--- config.mk ---
export PLATFORM = sky130hd
export DESIGN_NAME = player_executor
export DESIGN_NICKNAME = d
export VERILOG_FILES = /design/src/rtl/player_pkg.sv /design/src/rtl/player_mover.sv /design/src/rtl/player_executor.sv
export SDC_FILE = /design/constraint.sdc
export NUM_CORES = 1
export LEC_CHECK = 0
export ABC_AREA = 1
export ABC_CLOCK_PERIOD_IN_PS = 4500
export CAP_MARGIN = 20
export CORE_MARGIN = 5
export CORE_UTILIZATION = 45
export DETAILED_ROUTE_END_ITERATION = 16
export PLACE_DENSITY_LB_ADDON = 0.3
export SLEW_MARGIN = 30
export SYNTH_ARGS = -nofsm -noshare
export SYNTH_HDL_FRONTEND = slang
export SYNTH_HIERARCHICAL = 1
export SYNTH_SLANG_ARGS = --single-unit
--- constraint.sdc ---
create_clock -name clk -period 4.5 [get_ports clk]
set_input_delay 0.9 -clock clk [delete_from_list [all_inputs] [get_ports clk]]
set_output_delay 0.9 -clock clk [all_outputs]
set_load 0.1 [all_outputs]
--- src/rtl/player_pkg.sv ---
// Player executor shared types: opcodes, move directions, FSM states,
// instruction field helpers and the box clamp used by the mover.
package player_pkg;

  typedef enum logic [1:0] {
    ALIVE,
    INVULN,
    DEAD
  } state_e;

  localparam logic [3:0] OP_HPY = 4'd1;
  localparam logic [3:0] OP_DPY = 4'd2;
  localparam logic [3:0] OP_IDG = 4'd3;
  localparam logic [3:0] OP_SDG = 4'd4;
  localparam logic [3:0] OP_MOV = 4'd5;
  localparam logic [3:0] OP_SHP = 4'd6;

  localparam logic [7:0] DIR_UP    = 8'd0;
  localparam logic [7:0] DIR_LEFT  = 8'd1;
  localparam logic [7:0] DIR_DOWN  = 8'd2;
  localparam logic [7:0] DIR_RIGHT = 8'd3;

  function automatic logic [3:0] op_of(
    input logic [15:0] i
  );
    return i[15:12];
  endfunction

  function automatic logic [7:0] arg_of(
    input logic [15:0] i
  );
    return i[11:4];
  endfunction

  function automatic logic [9:0] clamp10(
    input logic signed [10:0] v,
    input logic signed [10:0] lo,
    input logic signed [10:0] hi
  );
    if (v < lo) return lo[9:0];
    if (v > hi) return hi[9:0];
    return v[9:0];
  endfunction

endpackage

--- src/rtl/player_mover.sv ---
// Soul position: movement prescaler, direction decode and clamping
// to the dodge box. Recentre restarts the prescaler.
module player_mover
  import player_pkg::*;
#(
  parameter int MOVE_DIV = 250_000,
  parameter int STEP     = 2,
  parameter int BOX_X0   = 220,
  parameter int BOX_X1   = 420,
  parameter int BOX_Y0   = 240,
  parameter int BOX_Y1   = 400,
  parameter int SOUL_SZ  = 16
) (
  input  logic       clk,
  input  logic       rst_n,
  input  logic       run_i,
  input  logic       move_en_i,
  input  logic       recentre_i,
  input  logic [7:0] dir_i,
  output logic [9:0] posX_o,
  output logic [9:0] posY_o
);

  localparam int PW = (MOVE_DIV > 1) ? $clog2(MOVE_DIV) : 1;
  localparam logic [PW-1:0] PS_LAST = PW'(MOVE_DIV - 1);

  localparam logic signed [10:0] ST  = 11'(STEP);
  localparam logic signed [10:0] XLO = 11'(BOX_X0);
  localparam logic signed [10:0] XHI = 11'(BOX_X1 - SOUL_SZ);
  localparam logic signed [10:0] YLO = 11'(BOX_Y0);
  localparam logic signed [10:0] YHI = 11'(BOX_Y1 - SOUL_SZ);
  localparam logic [9:0] CX = 10'((BOX_X0 + BOX_X1 - SOUL_SZ) / 2);
  localparam logic [9:0] CY = 10'((BOX_Y0 + BOX_Y1 - SOUL_SZ) / 2);

  logic [PW-1:0] ps_q, ps_d;
  logic [9:0] x_q, x_d;
  logic [9:0] y_q, y_d;
  logic signed [10:0] nx, ny;
  logic wrap;

  always_comb begin
    ps_d = ps_q;
    x_d  = x_q;
    y_d  = y_q;
    nx   = $signed({1'b0, x_q});
    ny   = $signed({1'b0, y_q});
    wrap = (ps_q == PS_LAST);
    if (recentre_i) begin
      ps_d = '0;
      x_d  = CX;
      y_d  = CY;
    end else if (run_i) begin
      ps_d = wrap ? '0 : ps_q + 1'b1;
      if (wrap && move_en_i) begin
        unique case (1'b1)
          (dir_i == DIR_UP):    ny = ny - ST;
          (dir_i == DIR_LEFT):  nx = nx - ST;
          (dir_i == DIR_DOWN):  ny = ny + ST;
          (dir_i == DIR_RIGHT): nx = nx + ST;
          default: ;
        endcase
        x_d = clamp10(nx, XLO, XHI);
        y_d = clamp10(ny, YLO, YHI);
      end
    end
  end

  always_ff @(posedge clk) begin
    if (!rst_n) begin
      ps_q <= '0;
      x_q  <= CX;
      y_q  <= CY;
    end else begin
      ps_q <= ps_d;
      x_q  <= x_d;
      y_q  <= y_d;
    end
  end

  assign posX_o = x_q;
  assign posY_o = y_q;

endmodule

--- src/rtl/player_executor.sv ---
// Executes FSM player instructions: HP, hit invulnerability, death,
// and soul movement through player_mover.
module player_executor
  import player_pkg::*;
#(
  parameter int HP_MAX     = 100,
  parameter int INV_CYCLES = 50_000_000,
  parameter int MOVE_DIV   = 250_000,
  parameter int STEP       = 2,
  parameter int BOX_X0     = 220,
  parameter int BOX_X1     = 420,
  parameter int BOX_Y0     = 240,
  parameter int BOX_Y1     = 400,
  parameter int SOUL_SZ    = 16
) (
  input  logic        clk,
  input  logic        rst_n,
  input  logic [15:0] instr,
  input  logic        isMove,
  input  logic        startDmg,
  output logic [7:0]  hp,
  output logic [9:0]  posX,
  output logic [9:0]  posY,
  output logic        isDeath,
  output logic        invuln,
  output logic        dmgAck
);

  localparam int TW = $clog2(INV_CYCLES + 1);
  localparam logic [TW-1:0] TLOAD = TW'(INV_CYCLES - 1);
  localparam logic [7:0] HPM = 8'(HP_MAX);

  state_e st_q, st_d;
  logic [7:0] hp_q, hp_d;
  logic [TW-1:0] tmr_q, tmr_d;
  logic ack_q;
  logic [3:0] op;
  logic [7:0] arg;
  logic [8:0] sum;
  logic is_shp, hit, heal;
  logic unused_pad;

  assign op  = op_of(instr);
  assign arg = arg_of(instr);
  assign unused_pad = ^instr[3:0];

  assign is_shp = (op == OP_SHP);
  assign hit    = startDmg && (op == OP_DPY) && (arg != 8'd0);
  assign heal   = startDmg && (op == OP_HPY);
  assign sum    = {1'b0, hp_q} + {1'b0, arg};

  always_comb begin
    st_d  = st_q;
    hp_d  = hp_q;
    tmr_d = tmr_q;
    if (is_shp) begin
      hp_d  = (arg > HPM) ? HPM : arg;
      tmr_d = '0;
      st_d  = (arg != 8'd0) ? ALIVE : DEAD;
    end else begin
      unique case (st_q)
        ALIVE: begin
          if (hit) begin
            if (hp_q <= arg) begin
              hp_d = 8'd0;
              st_d = DEAD;
            end else begin
              hp_d  = hp_q - arg;
              st_d  = INVULN;
              tmr_d = TLOAD;
            end
          end
        end
        INVULN: begin
          if (tmr_q == '0) st_d = ALIVE;
          else tmr_d = tmr_q - 1'b1;
        end
        default: ;
      endcase
      // Heal never coincides with a hit: they are distinct opcodes.
      if (heal && st_q != DEAD) begin
        hp_d = (sum > {1'b0, HPM}) ? HPM : sum[7:0];
      end
    end
  end

  always_ff @(posedge clk) begin
    if (!rst_n) begin
      st_q  <= ALIVE;
      hp_q  <= HPM;
      tmr_q <= '0;
      ack_q <= 1'b0;
    end else begin
      st_q  <= st_d;
      hp_q  <= hp_d;
      tmr_q <= tmr_d;
      ack_q <= startDmg;
    end
  end

  player_mover #(
    .MOVE_DIV (MOVE_DIV),
    .STEP     (STEP),
    .BOX_X0   (BOX_X0),
    .BOX_X1   (BOX_X1),
    .BOX_Y0   (BOX_Y0),
    .BOX_Y1   (BOX_Y1),
    .SOUL_SZ  (SOUL_SZ)
  ) u_mover (
    .clk        (clk),
    .rst_n      (rst_n),
    .run_i      (st_q != DEAD),
    .move_en_i  (isMove && (op == OP_MOV)),
    .recentre_i (is_shp),
    .dir_i      (arg),
    .posX_o     (posX),
    .posY_o     (posY)
  );

  assign hp      = hp_q;
  assign isDeath = (st_q == DEAD);
  assign invuln  = (st_q == INVULN);
  assign dmgAck  = ack_q;

endmodule

* Word level (Yosys, flattened, before mapping) *
Index checks and enable logic that the tools add are counted.

cells by class
  add/sub/neg operators = 8
  multiply operators = 0
  div/mod/pow operators = 0
  $lt $le $gt $ge = 7
  equal/unequal tests = 16
  shift-type cells = 0
  multiplexer cells = 52
  bitwise operators = 1
  reductions and logical operators = 19

operator list
  operator                                                                            number
  10-bit 2-to-1 mux                                                                   8
  26-bit 2-to-1 mux                                                                   3
  11-bit 2-to-1 mux                                                                   6
  8-bit 2-to-1 mux                                                                    7
  26-bit one-hot mux with 2 select lines                                              1
  11-bit one-hot mux with 2 select lines                                              2
  26-bit logical NOT                                                                  1
  26-bit by 1-bit subtractor with 26-bit output (second input constant)               1
  10-bit by 2-bit adder with 11-bit output (second input constant)                    2
  11-bit by 10-bit greater-than comparator with 1-bit output (second input constant)  2
  11-bit by 9-bit less-than comparator with 1-bit output (second input constant)      2
  10-bit by 2-bit subtractor with 11-bit output (second input constant)               2
  18-bit by 1-bit adder with 18-bit output (second input constant)                    1
  18-bit equality test (second input constant)                                        1
  1-bit 2-to-1 mux                                                                    18
  18-bit 2-to-1 mux                                                                   1
  8-bit by 2-bit equality test with 1-bit output (second input constant)              2
  2-bit 2-to-1 mux                                                                    5
  8-bit by 8-bit adder with 9-bit output                                              1
  9-bit by 7-bit greater-than comparator with 1-bit output (second input constant)    1
  3-bit nonzero test                                                                  3
  4-bit by 3-bit equality test with 1-bit output (second input constant)              2
  8-bit by 1-bit equality test with 1-bit output (second input constant)              1
  8-bit by 7-bit greater-than comparator with 1-bit output (second input constant)    1
  other kinds (20)                                                                    29

word-level totals
  flip-flop bits (word level) = 75
  bits in latches = 0
  memory bits (writable) = 0
  memory bits (read-only) = 0
  input bits = 20
  output and inout bits = 31
  word-level logic and storage cells = 110
  memories kept = 0

* Depth between registers and ports, before layout *
  word-level depth = 17
  mapped depth = 25

* Cells and area by module *
The synthesis kept the hierarchy.

by module, submodules not included
  module           times used  cells an instance  area an instance (sq um)  seq. area each (sq um)
  player_mover     1           517                3115.5                    720.7
  player_executor  1           495                3110.5                    740.7

* Least setup slack after synthesis *
Ideal clock, no wire load.

  path type = input port to flip-flop
  start point = input instr[7]
  end point = register u_mover.x_q[2] (netlist: u_mover/posX_o[2])
  library setup time = 0.113 ns
  arrival = 3.133 ns
  required time = 4.387 ns
  path slack = 1.254 ns
  cell stages on the path = 19
  path buffers = 0
  cell sequence = nor2_2 nand4_2 nor2_1 inv_1 ha_1 a21oi_1 nand2_1 nand2_1 nand3_1 nand3_1 nand2_1 nor2_1 nand2_1 nand2_1 nand2_1 inv_1 nand2_2 o21ai_1 inv_1

between the ends
  longest elaborated chain between the ends = 13
  elaborated cells between the ends (all ways) = 20
  those cells by class = order compare (2); eq/ne (2); mux (16)

ends and longest elaborated chain
  what                                                                                                              line                                    text
  from (decl)                                                                                                       player_executor.sv:18                   input logic [15:0] instr,
  8-bit by 2-bit equality test with 1-bit output or 8-bit by 1-bit equality test with 1-bit output (tied branches)  player_mover.sv:59, player_mover.sv:57
  11-bit one-hot mux with 2 select lines (*)                                                                        player_mover.sv:55                      unique case (1'b1)
  11-bit 2-to-1 mux (*)                                                                                             player_mover.sv:54                      if (wrap && move_en_i) begin
  11-bit 2-to-1 mux (*)                                                                                             player_mover.sv:52                      end else if (run_i) begin
  11-bit 2-to-1 mux (*)                                                                                             player_mover.sv:48                      if (recentre_i) begin
  11-bit by 10-bit greater-than comparator with 1-bit output                                                        player_pkg.sv:41                        if (v > hi) return hi[9:0];
  1-bit 2-to-1 mux (2 in a row)                                                                                     player_pkg.sv:41
  1-bit 2-to-1 mux                                                                                                  player_mover.sv:54
  1-bit 2-to-1 mux                                                                                                  player_mover.sv:52
  1-bit 2-to-1 mux                                                                                                  player_mover.sv:48
  10-bit 2-to-1 mux                                                                                                 player_pkg.sv:42                        return v[9:0];
  10-bit 2-to-1 mux (*)                                                                                             player_pkg.sv:41
  to (signal assigned)                                                                                              player_mover.sv:71                      x_q <= CX;
  to (signal assigned)                                                                                              player_mover.sv:75                      x_q <= x_d;
  to (decl)                                                                                                         player_mover.sv:36                      logic [9:0] x_q, x_d;

Every way passes the cells marked *; elsewhere a longest branch is shown, timed or not. The select of a mux whose other input is x is not followed.
A chain may end at the register's enable or synchronous reset.

* Final worst setup path *
  start point = input instr[7]
  end point = register u_mover.y_q[7] (netlist: u_mover/posY_o[7])

between the ends
  longest elaborated chain between the ends = 13
  elaborated cells between the ends (all ways) = 20
  those cells by class = order compare (2); eq/ne (1); mux (16); reduce/logical (1)

ends and longest elaborated chain
  what                                                                                 line                                    text
  8-bit by 2-bit equality test with 1-bit output or 8-bit logical NOT (tied branches)  player_mover.sv:58, player_mover.sv:56
  11-bit one-hot mux with 2 select lines (*)                                           player_mover.sv:55
  11-bit 2-to-1 mux (*)                                                                player_mover.sv:54
  11-bit 2-to-1 mux (*)                                                                player_mover.sv:52
  11-bit 2-to-1 mux (*)                                                                player_mover.sv:48
  11-bit by 10-bit greater-than comparator with 1-bit output                           player_pkg.sv:41
  1-bit 2-to-1 mux (2 in a row)                                                        player_pkg.sv:41
  1-bit 2-to-1 mux                                                                     player_mover.sv:54
  1-bit 2-to-1 mux                                                                     player_mover.sv:52
  1-bit 2-to-1 mux                                                                     player_mover.sv:48
  10-bit 2-to-1 mux                                                                    player_pkg.sv:42
  10-bit 2-to-1 mux (*)                                                                player_pkg.sv:41
  to (signal assigned)                                                                 player_mover.sv:76                      y_q <= y_d;
  to (decl)                                                                            player_mover.sv:37                      logic [9:0] y_q, y_d;

Marked as above.

==> flow_summary.json <==
{
  "outcome": "finished clean",
  "grt_pass1_wl_um": 26600,
  "finalSetupViolations": 0,
  "fillers": 1428,
  "power_leakage_nw": 3.46,
  "power_density_mw_per_mm2": 251,
  "syn2layout_area_growth_pct": 15.8,
  "hold_path_startpoint": "tmr_q[22]$_SDFFE_PP0P_",
  "fmax_ghz": 0.256,
  "vias": 6314,
  "cts_hold_buf": 0,
  "power_switching_w": 0.000506,
  "synth_top_cell_area_share": 0.235,
  "hold_viol_final": 0,
  "clk_pin_slew_worst_paths_ns": 0.05,
  "routed_via_density": 5.06,
  "synth_ff_type": "dfxtp_1",
  "maxCapViolations": 0,
  "die_h_um": 128,
  "whs_endpoint": "tmr_q[22]$_SDFFE_PP0P_",
  "path_buf_inv": 6,
  "h-tree-depth": 3,
  "reg2reg_depth": 17,
  "finalCritPeriodShare": 0.867,
  "yosysUniqueCellTypes": 49,
  "ys_ff_latch": 73,
  "switching_share": 0.280,
  "die-width_um": 128,
  "cts_num_sinks": 73,
  "worstPathRequired_ns": 4.73,
  "r2r_end": "u_mover/posY_o[7]$_SDFFE_PP0P_",
  "synth-edff-count": 0,
  "grt_start_max_net_pins": 31,
  "synth_area_leaders": "dfxtp_1, nand2_1, inv_1",
  "yosysTopAreaCell": "dfxtp_1",
  "path_cells": "clkdlybuf4s50_1, nor2_2, inv_1, nor2_2, nand2_2, nor2_1, inv_1, ha_1, a21oi_1, nand2_1, nand2_1, nand2_1, nand2_1, nand2_1, nand2_1, nand2_1, nand2_1, inv_1, nand2_1, nand2_1, inv_1, nand2_1, o21ai_1, inv_1",
  "grt_pass1_vias": 5725,
  "clockBufferDepth": 2,
  "critPathMaxStageDelay_ns": 0.53,
  "seq_area_frac_synth": 0.235,
  "fin_nets": 1122,
  "endpoint_kind": "flip-flop",
  "relSlewSlack": 0.346,
  "drv_slew": 0,
  "wl_per_cell_um": 12.3,
  "place_congestion": 0.921,
  "io_pins": 51,
  "fin_tns_setup_ns": 0,
  "rsz0062_at_grt": "no",
  "fp.dieArea_mm2": 0.0163,
  "cts_resized": 0,
  "worstSetupStartpointType": "primary input",
  "syn_inst": 1012,
  "holdPathStages": 2,
  "p_comb_frac": 0.187,
  "hpwl_um": 12000,
  "drt-total-wl_um": 15400,
  "drc_errors": 0,
  "crit_type": "in2reg",
  "grt-ovfl-total": 0,
  "ant_nets": 0,
  "reg2reg_from": "u_mover/posY_o[1]$_SDFFE_PP0P_",
  "portBuffers": 44,
  "finalCriticalPeriod_ns": 3.90,
  "grtUsageTotal": 0.195,
  "ir_drop_mv": 0.149,
  "cp_common_cell": "nand2_1",
  "async_reset_ff_frac": 0,
  "power.internal_w": 0.00130,
  "coreArea_mm2": 0.0137,
  "drive_above_1_share": 0.0721,
  "initial_core_util": 0.454,
  "worst_pin_slew_ns": 0.978,
  "timing.reg2reg.setup_slack_ns": 2.02,
  "cts_buffers": 9,
  "synth_area_mm2": 0.00623,
  "antenna_found_initial": 0,
  "utilization": 0.526,
  "slowest_stage": "clkdlybuf4s50_1",
  "first_pass_iters": 5,
  "diodes": 0,
  "dr.first_iter.drc_count": 459,
  "cts_tree": "done",
  "syn_area_per_cell_um2": 6.15,
  "crit_arrival_ns": 4.13,
  "cts_setup_buffers": 0,
  "num_rows": 43,
  "critPathTopFamily": "simple AND/OR/NAND/NOR gates",
  "fin_skew_ns": 0.00444,
  "hp-class": "reg2reg",
  "cp_max_fo": 8,
  "clk-insertion-delay-late_ns": 0.33,
  "sequentialPowerShare": 0.371,
  "yosysWarnings": 6,
  "clkPwrFrac": 0.442,
  "cts-root-buf": "clkbuf_16"
}
state kept, by name, summed over array words and instances (netlist names):
name and flops:
st_q 2, u_mover/posX_o 9, u_mover/ps_q 18, tmr_q 26, dmgAck 1, u_mover/posY_o 9
hp 8
layer usage:
layer  vias to the layer above  global-route usage  wire (um)  part of all wire
met5                         -                   0          0                 0
met4                         0              0.0456        158             0.010
met3                        14              0.0330        764             0.050
met2                       144               0.313       6750              0.44
met1                      2820               0.273       7710              0.50
li1                       3336                   -          -                 -
cells in the final DEF (no fill, tap or decap), types with 8 or more instances in the layout:
master           instances
clkbuf_16                9
xor2_1                  16
o21ai_0                 37
nor3_1                  18
nand3_1                 79
ha_1                    35
buf_4                   11
dfxtp_1                 73
nand3b_1                 8
nand2_1                274
nand4_1                 16
inv_1                  147
clkdlybuf4s50_1         44
a21oi_1                 66
nor2_1                 121
xnor2_1                 14
area by class of cell:
| class | instances | area (um2) | share of cell area |
|---|---|---|---|
| Clock buffer | 12 | 267 | 0.0370 |
| Multi-Input combinational cell | 771 | 4090 | 0.567 |
| Timing Repair Buffer | 55 | 523 | 0.0725 |
| Clock inverter | 4 | 73.8 | 0.0102 |
| Sequential cell | 73 | 1460 | 0.203 |
| Inverter | 153 | 574 | 0.0796 |
| Tap cell | 180 | 225 | 0.0312 |
synth_stat cells (3+ instances only):
cell,instances
nand2_1,274
inv_1,147
nor2_1,121
nand3_1,79
dfxtp_1,73
a21oi_1,66
o21ai_0,37
ha_1,35
nor3_1,18
nand4_1,16
xor2_1,16
xnor2_1,14
nand3b_1,8
buf_2,7
nand2_2,7
a31oi_1,6
nor2_2,6
o21a_1,6
or2_2,6
a21oi_2,5
nand3_2,5
o21ai_1,5
o21ai_2,5
clkbuf_1,4
fa_1,4
inv_2,4
nor2_4,4
nor4_1,4
nand2_4,3
o21bai_1,3
o31ai_1,3
power groups by stage:
stage               Combinational (W)  Sequential [W]  Clock, W
CTS                          0.000336        0.000670  0.000816
finish                       0.000338        0.000670  0.000799
floorplan                    0.000218        0.000714         0
detailed placement           0.000334        0.000684         0
global placement             0.000332        0.000684         0
global route                 0.000376        0.000672  0.000841
worst min-delay path: cells and delay by family, from the launching register on:
family	cells	cell delay (ns)
flops	1	0.32
simple gates	1	0.06
compound gates	1	0.05
logic make-up (layout without fill, tap and decap cells):
logic type / Yosys count / in the layout / synth area share
other cells: 1 / 2 / 0.000602
compound gates: 142 / 142 / 0.133
buf+inv: 169 / 224 / 0.110
fa+ha+maj: 39 / 39 / 0.0832
flops: 73 / 73 / 0.235
simple gates: 557 / 557 / 0.394
xor+xnor: 31 / 31 / 0.0448
stage by stage:
step	hold slack (ns)	power, W	instances	setup slack [ns]	area (um2)
after floorplan	0.452	0.000932	1013	1.25	6230
after global placement	0.466	0.00102	1232	0.331	6870
after detailed placement	0.472	0.00102	1232	0.281	6870
after CTS	0.481	0.00182	1248	0.594	7210
after global routing	0.511	0.00189	1248	0.256	7210
final	0.479	0.00181	1248	0.597	7210
worst max path at each step:
stage,startpoint,end,cells past startpoint
3_5_place_dp,instr[7],u_mover/posY_o[7]$_SDFFE_PP0P_,24
3_3_place_gp,instr[7],u_mover/posY_o[7]$_SDFFE_PP0P_,24
6_report,instr[7],u_mover/posY_o[7]$_SDFFE_PP0P_,24
2_1_floorplan,instr[7],u_mover/posX_o[2]$_SDFFE_PP0P_,19
5_1_grt,instr[7],u_mover/posY_o[7]$_SDFFE_PP0P_,24
4_1_cts,instr[7],u_mover/posY_o[7]$_SDFFE_PP0P_,24
Power figures use the tool's default switching activity.
